[config.mk]
export PLATFORM = sky130hd
export DESIGN_NAME = lza_lzd_encode
export DESIGN_NICKNAME = d
export VERILOG_FILES = /design/src/rtl/lza_lzd_encode_pkg.sv /design/src/rtl/lza_lzd_encode_group8.sv /design/src/rtl/lza_lzd_encode.sv
export SDC_FILE = /design/constraint.sdc
export NUM_CORES = 1
export LEC_CHECK = 0
export ABC_AREA = 1
export CAP_MARGIN = 20
export CORE_MARGIN = 2
export CORE_UTILIZATION = 40
export DETAILED_ROUTE_END_ITERATION = 7
export PLACE_DENSITY = 0.81
export SETUP_SLACK_MARGIN = 0.15
export SLEW_MARGIN = 10
export SYNTH_ARGS = -nofsm -noshare
export SYNTH_HDL_FRONTEND = slang
export SYNTH_SLANG_ARGS = --single-unit
[constraint.sdc]
create_clock -name clk -period 2.1 [get_ports clk]
set_clock_uncertainty 0.05 [all_clocks]
set_input_delay 0.42 -clock clk [delete_from_list [all_inputs] [get_ports clk]]
set_output_delay 0.42 -clock clk [all_outputs]
set_load 0.005 [all_outputs]
[src/rtl/lza_lzd_encode_pkg.sv]
// Shared constants and types for the LZA leading-zero detect/encode stage.
package lza_pkg;
  localparam int LZA_W = 56;
  localparam int GRP_W = 8;
  localparam int N_GRP = LZA_W / GRP_W;
  localparam int CNT_W = 6;
  localparam logic [CNT_W-1:0] LZA_ZERO_CNT = CNT_W'(LZA_W);

  typedef logic [LZA_W-1:0] lza_str_t;
endpackage

[src/rtl/lza_lzd_encode_group8.sv]
// 8-bit leading-one detector: nonzero flag, offset of the leading one from the MSB,
// and the correction bit of sel at that same position.
module lzd_group8 (
  input  logic [7:0] data_i,
  input  logic [7:0] sel_i,
  output logic       nz_o,
  output logic [2:0] pos_o,
  output logic       cb_o
);

  always_comb begin
    nz_o  = |data_i;
    pos_o = 3'd0;
    cb_o  = 1'b0;
    // Scan upward so the highest set bit is the one that sticks.
    for (int i = 0; i < 8; i++) begin
      if (data_i[i]) begin
        pos_o = 3'(7 - i);
        cb_o  = sel_i[i];
      end
    end
  end

endmodule

[src/rtl/lza_lzd_encode.sv]
// LZA second half: grouped leading-zero detection of F and correction-bit pick,
// in a two-stage valid/ready pipeline with full throughput.
module lza_lzd_encode
  import lza_pkg::*;
(
  input  logic             clk,
  input  logic             rst,
  input  logic             in_valid,
  output logic             in_ready,
  input  lza_str_t         F,
  input  lza_str_t         GP_n,
  input  lza_str_t         GN_n,
  input  logic             in_sign,
  output logic             out_valid,
  input  logic             out_ready,
  output logic [CNT_W-1:0] lz_cnt,
  output logic             lz_zero,
  output logic             lz_corr
);

  lza_str_t                sel_p0;
  logic [N_GRP-1:0]        nz_p0;
  logic [N_GRP-1:0][2:0]   pos_p0;
  logic [N_GRP-1:0]        cb_p0;

  logic                    vld_p1_q, vld_p1_d;
  logic [N_GRP-1:0]        nz_p1_q;
  logic [N_GRP-1:0][2:0]   pos_p1_q;
  logic [N_GRP-1:0]        cb_p1_q;

  logic                    vld_p2_q, vld_p2_d;
  logic [CNT_W-1:0]        cnt_p2_q, cnt_p2_d;
  logic                    zero_p2_q, zero_p2_d;
  logic                    corr_p2_q, corr_p2_d;

  logic [CNT_W-1:0]        cnt_p1;
  logic                    zero_p1;
  logic                    corr_p1;

  logic                    s2_adv, s1_adv, accept;

  assign s2_adv   = !vld_p2_q || out_ready;
  assign s1_adv   = vld_p1_q && s2_adv;
  assign in_ready = !vld_p1_q || s2_adv;
  assign accept   = in_valid && in_ready;

  // ---- P0: per-group detection ahead of the S1 register ----
  assign sel_p0 = in_sign ? GN_n : GP_n;

  for (genvar g = 0; g < N_GRP; g++) begin : g_grp
    lzd_group8 u_grp (
      .data_i (F[GRP_W*g +: GRP_W]),
      .sel_i  (sel_p0[GRP_W*g +: GRP_W]),
      .nz_o   (nz_p0[g]),
      .pos_o  (pos_p0[g]),
      .cb_o   (cb_p0[g])
    );
  end

  always_ff @(posedge clk) begin
    if (accept) begin
      nz_p1_q  <= nz_p0;
      pos_p1_q <= pos_p0;
      cb_p1_q  <= cb_p0;
    end
  end

  // ---- P1: group priority select feeding the output register ----
  always_comb begin
    cnt_p1  = LZA_ZERO_CNT;
    zero_p1 = 1'b1;
    corr_p1 = 1'b0;
    for (int g = 0; g < N_GRP; g++) begin
      if (nz_p1_q[g]) begin
        cnt_p1  = CNT_W'(GRP_W * (N_GRP - 1 - g)) + CNT_W'(pos_p1_q[g]);
        zero_p1 = 1'b0;
        corr_p1 = cb_p1_q[g];
      end
    end
  end

  always_comb begin
    vld_p1_d  = accept ? 1'b1 : (s1_adv ? 1'b0 : vld_p1_q);
    vld_p2_d  = s1_adv ? 1'b1 : (out_ready ? 1'b0 : vld_p2_q);
    cnt_p2_d  = s1_adv ? cnt_p1  : cnt_p2_q;
    zero_p2_d = s1_adv ? zero_p1 : zero_p2_q;
    corr_p2_d = s1_adv ? corr_p1 : corr_p2_q;
  end

  // ---- P2: output register, held while the normaliser stalls ----
  always_ff @(posedge clk or posedge rst) begin
    if (rst) begin
      vld_p1_q  <= 1'b0;
      vld_p2_q  <= 1'b0;
      cnt_p2_q  <= '0;
      zero_p2_q <= 1'b0;
      corr_p2_q <= 1'b0;
    end else begin
      vld_p1_q  <= vld_p1_d;
      vld_p2_q  <= vld_p2_d;
      cnt_p2_q  <= cnt_p2_d;
      zero_p2_q <= zero_p2_d;
      corr_p2_q <= corr_p2_d;
    end
  end

  assign out_valid = vld_p2_q;
  assign lz_cnt    = cnt_p2_q;
  assign lz_zero   = zero_p2_q;
  assign lz_corr   = corr_p2_q;

endmodule

==> metrics <==
crit path kind input pin to output pin; IO Pins between 150 and 200; CP endpoint kind output pin; post-CTS sizing 1; register area 1300 sq um; Worst Max-Slew Pin Slew a little under 400 ps; Worst path slowest cell clkdlybuf4s50_1; Post-Syn Area ~3400 sq um; layout net count between 800 and 900; Synth Warn # 0; PD cells roughly 440 nW/um^2; clk buf depth 2; TritonCTS buffer count 5; top-count cell post-synth nand2_1; largest net degree at the start of global routing 36; WP data arrival about 1300 ps; Cell Rows 33; WL/cell 13.8 um; share of power burned in registers 0.455; number of flops mapped to enable cells by yosys 35; drt first pass iters 5; hpwl dp 9.10 mm; post-route DRC violation count 0; Initial Util 0.411; LEAKAGE 2.27 nW; Fin. Hold Viols 0; Post-synth top cells nand2_1, nor2_1, inv_1; WL met2 roughly 5.6 mm; Std-Cell Core Area 8220 sq um; die height about 96 um; Worst Hold Class input pin to asynchronous set/reset pin; Root Buffer clkbuf_8; Syn Area/Cell 6.77 sq um; fmax 0.576 GHz; FF+latch count, synth 45; Power Internal 1.74 mW; TritonCTS clock tree built; synth unique cells 33; Main synth FF type edfxtp_1; CP Buf/Inv Count 3; die footprint between 9000 and 10000 sq um; Logic pwr share 0.328; Final Setup Violations 0; Synth area leaders edfxtp_1, nand2_1, nor2_1; area share of the largest cell type after synthesis 0.311; WL final 10.9 mm; vias per inst 5.11; Die W 95.9 um; period utilisation layout 0.827; delay-heaviest family, CP buffers and inverters; final antenna-violating net count 0; first-pass GRT wire length 17.2 mm; Seq/Total Area, Yosys 0.385; startpoint types input pin; cells along the critical path clkdlybuf4s50_1 > inv_1 > nand3_1 > dlygate4sd2_1; RePlAce Congestion 0.848; Ant. Diodes 0; Overflow after GRT 0; met3 wire length 633 um; CP peak stage delay 400 ps; post-synth top area cell edfxtp_1; initial antenna violation count 0; Slew Viols, Final 0; P&R area growth vs syn 59.2%; # fillers 739; reg2reg setup slack ~640 ps; Post-Syn Instances 499; all-layer global routing usage 0.239; clk_lat worst skew around 300 ps; syn_nets between 600 and 700; 1st-iter DRT viols 321; Max VDD drop 310 uV; clk slew on worst S/H paths 80 ps; sw power 0.640 mW; asr flop ratio synth 0.222; Port Buffers 182; hold_buf cts 0; via count between 4k and 5k; Max-Cap Viols 0; Post-CTS Setup Bufs 0; unrepaired setup endpoints after global routing no; clock sink total 45; H-Tree Level Count 2; met1 wire length 4.46 mm; outcome completed; Clock power frac 0.217; DR top layer met4; Sw Share 0.270; setup TNS 0 ps; Worst Path Max Fanout 3; layout cells sized above 1 0.0336; Hold WS between 300 and 400 ps; Slew HR 0.741; Final Critical Period 1740 ps; vias in the first global route 3925; Multi-input gate area 1690 sq um; CP required 1630 ps
==> sequential cells by signal (all words and copies together), names as in the netlist <==
register   cells
lz_zero        1
out_valid      1
cb_p1_q        7
lz_cnt         6
lz_corr        1
pos_p1_q      21
vld_p1_q       1
nz_p1_q        7
==> layout by cell type, fill, tap and decap left out, drive strengths merged <==
cell type / instances
o211ai: 9
clkdlybuf4s50: 180
o21a: 1
inv: 73
o21bai: 1
o221ai: 1
dlygate4sd2: 1
o21ai: 44
clkinv: 2
o22ai: 2
nor2: 77
a22oi: 4
dfrtp: 10
o32a: 1
nand4: 1
a32o: 1
clkbuf: 6
a211oi: 2
nand3: 44
clkinvlp: 1
a21oi: 49
buf: 8
or2: 5
a31oi: 2
o41ai: 1
nand2: 109
nor4: 2
edfxtp: 35
nor3: 12
==> cell type report <==
type | count | area share
timing repair buffer | 189 | 0.352
multi-input combinational | 368 | 0.315
sequential | 45 | 0.242
tap | 105 | 0.0244
inverter | 74 | 0.0516
clock inverter | 2 | 0.00209
clock buffer | 6 | 0.0135
==> per-stage QoR <==
stage          setup slack [ps]  cells  power, mW  area, sq um   util
6_report                    364    789       2.38         5380  0.655
5_1_grt                     294    789       2.51         5380  0.655
4_1_cts                     356    789       2.38         5380  0.655
3_5_place_dp               97.3    781       1.88         5300  0.645
3_3_place_gp                110    781       1.86         5300  0.645
2_1_floorplan               326    499       1.39         3380      -
==> worst paths after layout <==
check                                start        end  cells past startpoint
worst max-delay path             out_ready   in_ready                      4
worst min-delay path                   rst  out_valid                      2
worst max register to register  nz_p1_q[4]  lz_cnt[1]                      5
worst min register to register     lz_zero    lz_zero                      2
max in group asynchronous              rst  lz_cnt[4]                      2
min in group clk                   lz_zero    lz_zero                      2
==> logic make-up after synthesis <==
| kind of cell | Yosys count | share of synthesized area |
|---|---|---|
| AOI/OAI and AO/OA | 118 | 0.194 |
| and+or+nand+nor | 250 | 0.307 |
| buffers and inverters | 86 | 0.114 |
| DFF | 45 | 0.385 |
==> power by group through the flow <==
| stage | sequential [mW] | combinational (mW) | clock, mW |
|---|---|---|---|
| after floorplan | 1.09 | 0.298 | 0 |
| after global placement | 1.10 | 0.764 | 0 |
| after detailed placement | 1.10 | 0.779 | 0 |
| after CTS | 1.08 | 0.780 | 0.523 |
| after global routing | 1.09 | 0.861 | 0.559 |
| final | 1.08 | 0.780 | 0.516 |
==> layer usage <==
layer,vias to the layer above,GRT usage
met5,-,0
met4,0,0.0821
met3,17,0.0345
met2,170,0.431
met1,1807,0.291
li1,2040,-
Power figures use the tool's default switching activity.
==> patch: new RTL, same settings <==
Set the package constant `LZA_W` to 84 (it was 56).
--- a/src/rtl/lza_lzd_encode_pkg.sv
+++ b/src/rtl/lza_lzd_encode_pkg.sv
@@ -1,6 +1,6 @@
 // Shared constants and types for the LZA leading-zero detect/encode stage.
 package lza_pkg;
-  localparam int LZA_W = 56;
+  localparam int LZA_W = 84;
   localparam int GRP_W = 8;
   localparam int N_GRP = LZA_W / GRP_W;
   localparam int CNT_W = 6;
Ports: changed (resized F, GN_n and GP_n); port bits go from 183 to 267. The function was not compared with the original's and may differ.
==> patch against the original RTL <==
- sequential cell count increased by 15
- sequential power rose by 34%
- design area up 44%
- wire length grew 31%
- power is 70% higher
- global-route usage is 1.4 points lower
- sequential share of layout area shrank 1.6 points
- setup slack gained 6.3 ps
- first-iteration DRC count decreased by 29%
- largest cell class unchanged
- critical path type unchanged
- critical endpoint unchanged
- area after synthesis increased by 40%
- via count rose by 38%
- clock power rose to 2.9 times the old value
==> patch: results (changes against the original RTL) <==
- Status: finished clean (unchanged)
- Total Routing Usage GR: 22.49% (was 23.93%)
- Routed vias: 5585 (was 4034)
- Async S/R FF share, synth: 16.67% (was 22.22%)
- Synth top area cells: edfxtp_1 (32%), nand2_1 (14%), nor2_1 (9.2%) (was edfxtp_1 (31%), nand2_1 (12%), nor2_1 (8.4%))
- Vias in the first global route: 5337 (was 3925)
- Port bufs: 254 (was 182)
- Clk root buf: clkbuf_16 (was clkbuf_8)
- Pleak: 3.323 nW (was 2.271 nW)
- Final Critical Period: 1729 ps (was 1736 ps)
- Fill cell count: 992 (was 739)
- Syn nets: 990 (was 672)
- CTS H-tree depth: 3 (was 2)
- DRC marker count from the first detailed-route iteration: 227 (was 321)
- PostCTS Resize Cnt: 1 (unchanged)
- F_max: 578.2 MHz (was 576.1 MHz)
- Reg-to-reg setup timing slack: 600 ps (was 640 ps)
- Layout cells sized above 1: 3.320% (was 3.363%)
- Final hold slack: 341.1 ps (was 341.3 ps)
- Register area share after synthesis: 37.13% (was 38.50%)
- Ys flop type: edfxtp_1 (unchanged)
- Yosys cell types: 26 (was 33)
- Largest net degree at the start of global routing: 54 (was 36)
- Net Sw Frac: 23.77% (was 26.95%)
- First-pass GRT wire length: 23580 µm (was 17170 µm)
- Top Registers: pos_p1_q x30, cb_p1_q x10, nz_p1_q x10 (was pos_p1_q x21, cb_p1_q x7, nz_p1_q x7)
- Setup slack at placement: 106.4 ps (was 97.33 ps)
- Hpwl dp: 11960 µm (was 9099 µm)
- Routed len/inst: 12.58 µm (was 13.83 µm)
- Post-synth EDFFs: 50 (was 35)
- Fin nets: 1246 (was 856)
- Worst-path clk slew: 50 ps (was 80 ps)
- Worst Tran Pin Value: 391.6 ps (was 387.3 ps)
- Antenna violations before repair: 0 (unchanged)
- Max VDD drop: 0.5737 mV (was 0.3097 mV)
- Clk Latency, worst-skew pair: 320 ps (was 300 ps)
- Number of buffers created by CTS: 9 (was 5)
- Gpl congestion: 0.8436 (was 0.8484)
- Most common library cells after synthesis: nand2_1 (181), nor2_1 (116), inv_1 (106) (was nand2_1 (108), nor2_1 (76), inv_1 (72))
[patch: changes by cell type in the layout (fill, tap and decap cells not counted), moves of 5 or more]
cell	unedited run	this run
clkdlybuf4s50_1	180	252
o21ai_0	35	67
edfxtp_1	35	50
inv_1	72	105
nor3_1	12	22
clkbuf_16	0	9
clkbuf_8	5	0
nand2_1	108	181
nor2_1	76	116
nand3_1	43	49
a21oi_1	49	74
o21ai_1	9	3
[patch: power groups by stage]
| stage | sequential (mW) | combinational (mW) | clock [mW] |
|---|---|---|---|
| after floorplan | 1.46 | 0.407 | 0 |
| after global placement | 1.47 | 1.05 | 0 |
| after detailed placement | 1.47 | 1.07 | 0 |
| after CTS | 1.45 | 1.07 | 1.56 |
| after global routing | 1.45 | 1.19 | 1.61 |
| final | 1.45 | 1.07 | 1.52 |
[patch: final timing paths]
path                                            start               endpoint  depth (start not counted)
worst max register to register   nz_p1_q[4]$_DFFE_PP_    lz_zero$_DFFE_PP0P_                          5
min in group clk                lz_cnt[5]$_DFFE_PP0P_  lz_cnt[5]$_DFFE_PP0P_                          2
worst min-delay path                              rst  out_valid$_DFFE_PP0P_                          2
worst max-delay path                        out_ready               in_ready                          4
max in group asynchronous                         rst    lz_zero$_DFFE_PP0P_                          2
worst min register to register  lz_cnt[5]$_DFFE_PP0P_  lz_cnt[5]$_DFFE_PP0P_                          2
[patch: area by class of cell]
cell class	instances	area share (%)
Timing Repair Buffer	261	34.14
Multi-Input combinational cell	550	31.68
Sequential cell	60	22.56
Inverter	107	5.221
Clock buffer	10	2.949
Tap cell	143	2.304
Clock inverter	6	1.144
[patch: per-layer routing]
metal / global-route usage (%) / vias to the layer above / wire length, µm / part of all wire, %
met5: 0 / - / 0 / 0
met4: 4.878 / 0 / 189 / 1.3
met3: 4.320 / 15 / 888 / 6.2
met2: 40.16 / 181 / 6991 / 49
met1: 28.22 / 2455 / 6229 / 44
li1: - / 2934 / - / -
[patch: cells by family (layout without fill, tap and decap cells)]
kind of cell	Yosys count	in the layout	share of synthesized area [%]
simple gates	386	386	33.55
compound gates	164	164	18.59
buf+inv	123	384	10.74
flops	60	60	37.13
[patch: worst max-delay path, cell delays in order]
cell	delay, ps
clkdlybuf4s50_1	400
inv_1	70
nand3_1	100
dlygate4sd2_1	280
[patch: through the flow]
stage          instance area (µm²)  instances
3_5_place_dp                  7448       1121
6_report                      7765       1137
2_1_floorplan                 4722        733
3_3_place_gp                  7448       1121
4_1_cts                       7765       1137
5_1_grt                       7765       1137
